**src/rtl/pipe_mux_n.sv**
```systemverilog
// N:1 operand-select mux feeding a registered output stage backed by a one-beat
// skid register, so upstream ready is a flop and never waits on out_ready.
module pipe_mux_n #(
    parameter int N     = 3,
    parameter int W     = 32,
    parameter int SEL_W = 2,
    parameter int CNT_W = 8
) (
    input  logic               clk,
    input  logic               rst_n,
    input  logic               flush,
    input  logic               in_valid,
    output logic               in_ready,
    input  logic [SEL_W-1:0]   sel,
    input  logic [N*W-1:0]     data_in,
    output logic               out_valid,
    input  logic               out_ready,
    output logic [W-1:0]       data_out,
    output logic               sel_err,
    output logic [CNT_W-1:0]   err_cnt
);

    localparam logic [1:0] EMPTY = 2'd0;
    localparam logic [1:0] ONE   = 2'd1;
    localparam logic [1:0] TWO   = 2'd2;

    // Returns {err, data}; any select with no matching input yields zero data.
    function automatic logic [W:0] select_beat(input logic [SEL_W-1:0] s,
                                               input logic [N*W-1:0]   d);
        logic [W:0] r;
        r = {1'b1, {W{1'b0}}};
        for (int i = 0; i < N; i++) begin
            if (s == SEL_W'(i)) begin
                r = {1'b0, d[i*W +: W]};
            end
        end
        return r;
    endfunction

    function automatic logic [CNT_W-1:0] sat_inc(input logic [CNT_W-1:0] c);
        return (&c) ? c : c + CNT_W'(1);
    endfunction

    logic [1:0]       state;
    logic             in_ready_r;
    logic [W-1:0]     main_data_p1;
    logic             main_err_p1;
    logic [W-1:0]     skid_data_p1;
    logic             skid_err_p1;
    logic [CNT_W-1:0] err_cnt_r;

    logic [W:0]       beat_p0;
    logic [W-1:0]     sel_data_p0;
    logic             sel_err_p0;
    logic             vld_p1;
    logic             accept;
    logic             deliver;

    // Stage p0: select evaluated at accept time.
    always_comb begin
        beat_p0     = select_beat(sel, data_in);
        sel_data_p0 = beat_p0[W-1:0];
        sel_err_p0  = beat_p0[W];
    end

    assign vld_p1  = (state != EMPTY);
    assign accept  = in_valid & in_ready_r;
    assign deliver = vld_p1 & out_ready;

    // Stage p1: main/skid registers and occupancy state.
    always_ff @(posedge clk) begin
        if (!rst_n) begin
            state        <= EMPTY;
            in_ready_r   <= 1'b1;
            main_data_p1 <= '0;
            main_err_p1  <= 1'b0;
            skid_data_p1 <= '0;
            skid_err_p1  <= 1'b0;
            err_cnt_r    <= '0;
        end else if (flush) begin
            // Held data is left in place; it is invisible once out_valid drops.
            state      <= EMPTY;
            in_ready_r <= 1'b1;
        end else begin
            case (state)
                EMPTY: begin
                    if (accept) begin
                        main_data_p1 <= sel_data_p0;
                        main_err_p1  <= sel_err_p0;
                        state        <= ONE;
                    end
                end
                ONE: begin
                    if (accept && deliver) begin
                        main_data_p1 <= sel_data_p0;
                        main_err_p1  <= sel_err_p0;
                    end else if (accept) begin
                        skid_data_p1 <= sel_data_p0;
                        skid_err_p1  <= sel_err_p0;
                        state        <= TWO;
                        in_ready_r   <= 1'b0;
                    end else if (deliver) begin
                        state <= EMPTY;
                    end
                end
                TWO: begin
                    if (deliver) begin
                        main_data_p1 <= skid_data_p1;
                        main_err_p1  <= skid_err_p1;
                        state        <= ONE;
                        in_ready_r   <= 1'b1;
                    end
                end
                default: begin
                    state      <= EMPTY;
                    in_ready_r <= 1'b1;
                end
            endcase
            if (accept && sel_err_p0) begin
                err_cnt_r <= sat_inc(err_cnt_r);
            end
        end
    end

    assign in_ready  = in_ready_r;
    assign out_valid = vld_p1;
    assign data_out  = main_data_p1;
    assign sel_err   = main_err_p1;
    assign err_cnt   = err_cnt_r;

endmodule

```
**config.mk**
```make
export PLATFORM = sky130hd
export DESIGN_NAME = pipe_mux_n
export DESIGN_NICKNAME = d
export VERILOG_FILES = /design/src/rtl/pipe_mux_n.sv
export SDC_FILE = /design/constraint.sdc
export NUM_CORES = 1
export LEC_CHECK = 0
export CAP_MARGIN = 20
export CORE_MARGIN = 3
export CORE_UTILIZATION = 46
export DETAILED_ROUTE_END_ITERATION = 7
export PLACE_DENSITY = 0.89
export SYNTH_ARGS = -nofsm -noshare
export SYNTH_HDL_FRONTEND = slang
export SYNTH_SLANG_ARGS = --single-unit
```
**constraint.sdc**
```tcl
create_clock -name clk -period 2.5 [get_ports clk]
set_input_delay 0.75 -clock clk [delete_from_list [all_inputs] [get_ports clk]]
set_output_delay 0.75 -clock clk [all_outputs]
set_load 0.005 [all_outputs]
```
======== After elaboration in Yosys (flattened, before gate mapping) ========
Cells that the tools add are included.
operators by class
  $add $sub $neg .......................... 1
  multipliers ............................. 0
  div/mod/pow operators ................... 0
  magnitude comparators ................... 0
  equality and inequality tests ........... 10
  shift-type cells ........................ 0
  mux-type cells .......................... 21
  bitwise logic cells ..................... 7
  reductions and logical operators ........ 13
operator list
  kind                                                 count
  two-way mux 33 bit                                   3
  two-way mux 32 bit                                   3
  case mux 32 bit (3 select lines)                     1
  AND reduction 4 bit                                  3
  two-way mux 2 bit                                    5
  != test 2 bit, second input constant                 5
  adder 8 x 1 -> 8 bit, second input constant          1
  AND reduction 8 bit                                  1
  two-way mux 1 bit                                    6
  case mux 1 bit (3 select lines)                      2
  case mux 2 bit (3 select lines)                      1
  inverter 1 bit                                       5
  AND reduction 5 bit                                  1
  equality test 2 x 1 -> 1 bit, second input constant  2
  equality test 2 bit, second input constant           2
  logical NOT 2 bit                                    2
  != test 3 bit, second input constant                 1
  AND reduction 3 bit                                  1
  nonzero test 3 bit                                   1
  bitwise AND 1 bit                                    2
  logical AND 1 bit                                    2
  nonzero test 2 bit                                   1
  OR reduction 2 bit                                   1
word-level totals
  register bits ........................... 77
  bits in latches ......................... 0
  RAM bits ................................ 0
  memory bits (read-only) ................. 0
  output and inout port bits .............. 43
  word-level logic and storage cells ...... 59
  memories ................................ 0

======== Longest topological paths before layout ========
  depth after elaboration ................. 6
  mapped depth ............................ 7

======== Worst setup path after synthesis ========
Ideal clock, no wire load.
  path type ............................... in2reg
  start point ............................. input sel[1]
  end point ............................... register main_data_p1[18] (netlist: data_out[18])
  library setup time ...................... 117 ps
  arrival time ............................ 1852 ps
  required time ........................... 2383 ps
  slack ................................... 530 ps
  stages on the path ...................... 6
  buffers on the path ..................... 2
  cell sequence ........................... buf_2 buf_2 mux2i_1 nor2_1 a211o_1 a32o_1
on the way
  cells in the longest elaborated chain, start to end .. 6
  elaborated cells on any way between the ends .. 9
  classes of those cells .................. eq/ne (2); mux (6); reduce/logical (1)
ends and longest elaborated chain
  item                                          RTL line  text
  start, declared                               14        input logic [SEL_W-1:0] sel,
  logical NOT 2 bit                             33        if (s == SEL_W'(i)) begin
  two-way mux 33 bit (2 in a row)               33
  two-way mux 33 bit *                          33
  two-way mux 32 bit, on equally long branches  94, 87
  case mux 32 bit (3 select lines) *            85        case (state)
  end signal, assigned                          88        main_data_p1 <= sel_data_p0;
  end signal, assigned                          95        main_data_p1 <= sel_data_p0;
  end signal, assigned                          108       main_data_p1 <= skid_data_p1;
  end, declared                                 46        logic [W-1:0] main_data_p1;
Every way passes the cells marked *; elsewhere a longest branch is shown, timed or not. The select of a mux whose other input is x is not followed.
A chain may end at the register's enable or synchronous reset.

======== Worst setup path after layout ========
  start point ............................. register state[1]
  end point ............................... output out_valid
on the way
  cells in the longest elaborated chain, start to end .. 1
ends and longest elaborated chain
  item                    RTL line  text
  start, declared         44        logic [1:0] state;
  start signal, assigned  73        state <= EMPTY;
  start signal, assigned  82        state <= EMPTY;
  start signal, assigned  90        state <= ONE;
  nonzero test 2 bit      66        assign vld_p1 = (state != EMPTY);
  end, declared           16        output logic out_valid,
Every way passes these cells.

==> key figures <==
Floorplanning
  – Die Y: 101 µm
  – Die Area: 10200 µm²
  – Rows: 33
  – Die Wd: 101 µm
  – Top Ports: 146
  – Initial Util: 0.489
  – Core area: 8460 µm²

Finish
  – Nets: 690
  – Fin area: 5880 µm²
  – # diodes: 0
  – Share of layout cells above drive strength 1: 0.0983
  – Commonest non-fill, non-tap cell in the layout: clkdlybuf4s50_1
  – Layout area overhead: 41.9%
  – Filler cells: 657
  – Commonest cells after routing, fill and taps aside: 142 x clkdlybuf4s50_1, 77 x dfxtp_1, 55 x nor2_1

Pwr
  – Pwr/cell area: 463 nW/µm²
  – Peak supply drop: 271 µV
  – Leak Pwr: 2.44 nW

Clock network
  – Reg clk slew, reported paths: 80 ps
  – Num Clock Sinks: 77
  – CTS Buf Count: 9
  – CTS Hold Bufs: 0
  – CTS tree: done
  – Cts repair resizes: 0
  – # H-tree levels: 3
  – Clk_lat worst skew: 340 ps
  – Clock root buffer master: clkbuf_8
  – Post-CTS Repair Setup Buffers: 0
  – Maximum buffer depth of the clock tree: 2

GRT
  – Largest net degree at the start of global routing: 67
  – All-layer global routing usage: 0.226
  – Grt total ovfl: 0
  – First-pass GRT wire length: 18600 µm
  – Number of global-route vias before repair: 3973
  – Initial antenna violation count: 0

Timing
  – Final hold viol count: 0
  – Hold WS: 488 ps
  – Final setup TNS: 0 ps
  – Worst-Margin Slew: 840 ps
  – Clock skew: 11.4 ps
  – Fmax: 433 MHz
  – Slew HR: 0.439
  – RSZ-0062 raised after global routing: false
  – Max-slew violation count: 0
  – Final worst path period need: 2310 ps
  – Post-route worst setup slack: 189 ps
  – Tcrit/Tclk final: 0.924
  – Final setup vio count: 0

Setup path
  – Max FO, Critical Path: 9
  – Crit path DAT: 1560 ps
  – CP startpoint kind: flip-flop
  – Worst setup EP type: primary output
  – WP data required: 1750 ps
  – Setup CP Type: reg -> out

Worst hold path
  – Hold Crit Class: reg -> reg

Synth
  – Yosys reg bits: 77
  – Cells after Synth: 460
  – Synthesized area: 4140 µm²
  – Synth warnings: 0
  – Net Count, Synth: 564
  – Syn_area_per_cell: 9.00 µm²
  – Seq/Total Area, Yosys: 0.372
  – Post-synthesis cell type count: 39

Detailed routing
  – DR WL/cell: 17.0 µm
  – Number of routed nets with antenna violations: 0
  – Vias per cell: 5.91
  – Remaining routing DRC violations: 0
  – Drt pass-1 iters: 4
  – Initial detailed-routing violation count: 131
  – WL final: 11800 µm
  – Detailed-route via count: 4106

Place
  – DP HPWL: 8620 µm
  – Pre-CTS setup slack: 13.1 ps
  – Placed cell area: 5700 µm²
  – IO Port Bufs: 145
  – Gp weighted congestion: 0.869

Flow run
  – Max-cap violations: 0

Run status
  – Status: finished clean
metrics by stage:
step                std cells  power [W]   util
finish                    695    0.00272  0.694
CTS                       695    0.00273  0.694
floorplan                 460    0.00157      -
global placement          680    0.00184  0.673
detailed placement        680    0.00186  0.673
global route              695    0.00285  0.694
flip-flops by register name, indices dropped and copies added (netlist names):
signal	flops
state	2
err_cnt	8
skid_err_p1	1
data_out	32
in_ready	1
sel_err	1
skid_data_p1	32
final timing paths:
check        slack (ps)           end  cells after the start         start
min                 490  data_out[14]                      2  data_out[14]
max reg2reg         600  data_out[17]                      4      state[1]
min reg2reg         490  data_out[14]                      2  data_out[14]
max                 190     out_valid                      2      state[1]
cell type report:
class	count	area, µm²	area share
Timing Repair Buffer	163	1630	0.278
Sequential cell	77	1540	0.262
Clock inverter	5	52.6	0.00894
Inverter	1	3.75	0.000639
Multi-Input combinational cell	334	2380	0.406
Clock buffer	10	128	0.0217
Tap cell	105	131	0.0224
critical path, cell delays in order (launching register included):
cell             delay, ps
dfxtp_1                550
or2_2                  180
clkdlybuf4s50_1        490
logic make-up after synthesis:
| kind of cell | share of synthesized area |
|---|---|
| XOR/XNOR | 0.00846 |
| buffers and inverters | 0.0556 |
| multiplexers | 0.0846 |
| flip-flops | 0.372 |
| AND/OR/NAND/NOR | 0.138 |
| adder cells (fa/ha/maj) | 0.00302 |
| AO/OA/AOI/OAI | 0.338 |
report_power, final:
part	leakage (nW)	internal, W	switching, W
sequential	0.624	0.00126	0.0000229
clock	0.0919	0.000451	0.000436
combinational	1.73	0.000316	0.000236
total	2.44	0.00203	0.000694
routing by layer:
metal / vias up / GRT usage / wire length (µm)
met3: 16 / 0.0505 / 854
met5: - / 0 / 0
met1: 1950 / 0.279 / 4920
li1: 1991 / - / -
met4: 0 / 0.0746 / 198
met2: 149 / 0.389 / 5850
synth_stat cells:
| library cell | count | share of area |
|---|---|---|
| a2111oi_0 | 2 | 0.0042 |
| a211o_1 | 16 | 0.034 |
| a211oi_1 | 17 | 0.031 |
| a211oi_2 | 1 | 0.0030 |
| a21bo_2 | 1 | 0.0024 |
| a21boi_0 | 1 | 0.0018 |
| a21oi_1 | 19 | 0.023 |
| a2bb2oi_1 | 1 | 0.0021 |
| a32o_1 | 16 | 0.039 |
| and3_1 | 2 | 0.0030 |
| and4_1 | 1 | 0.0021 |
| buf_1 | 4 | 0.0036 |
| buf_2 | 13 | 0.016 |
| buf_6 | 4 | 0.011 |
| clkbuf_1 | 27 | 0.024 |
| clkinv_1 | 1 | 0.00091 |
| dfxtp_1 | 77 | 0.37 |
| ha_1 | 1 | 0.0030 |
| mux2i_1 | 35 | 0.085 |
| nand2_1 | 21 | 0.019 |
| nand2b_1 | 5 | 0.0076 |
| nand3_1 | 20 | 0.024 |
| nand3b_1 | 2 | 0.0036 |
| nand3b_4 | 1 | 0.0048 |
| nand4_1 | 2 | 0.0030 |
| nand4bb_1 | 1 | 0.0027 |
| nor2_1 | 55 | 0.050 |
| nor2b_1 | 4 | 0.0060 |
| nor3_1 | 3 | 0.0036 |
| nor3_2 | 1 | 0.0024 |
| nor4_1 | 3 | 0.0045 |
| o211a_1 | 32 | 0.077 |
| o211ai_1 | 16 | 0.029 |
| o21ai_0 | 32 | 0.039 |
| o31ai_2 | 16 | 0.048 |
| o32ai_1 | 1 | 0.0021 |
| o41a_1 | 1 | 0.0027 |
| or2_2 | 1 | 0.0015 |
| xnor2_1 | 4 | 0.0085 |
No activity file was read; power rests on OpenSTA's default activity.
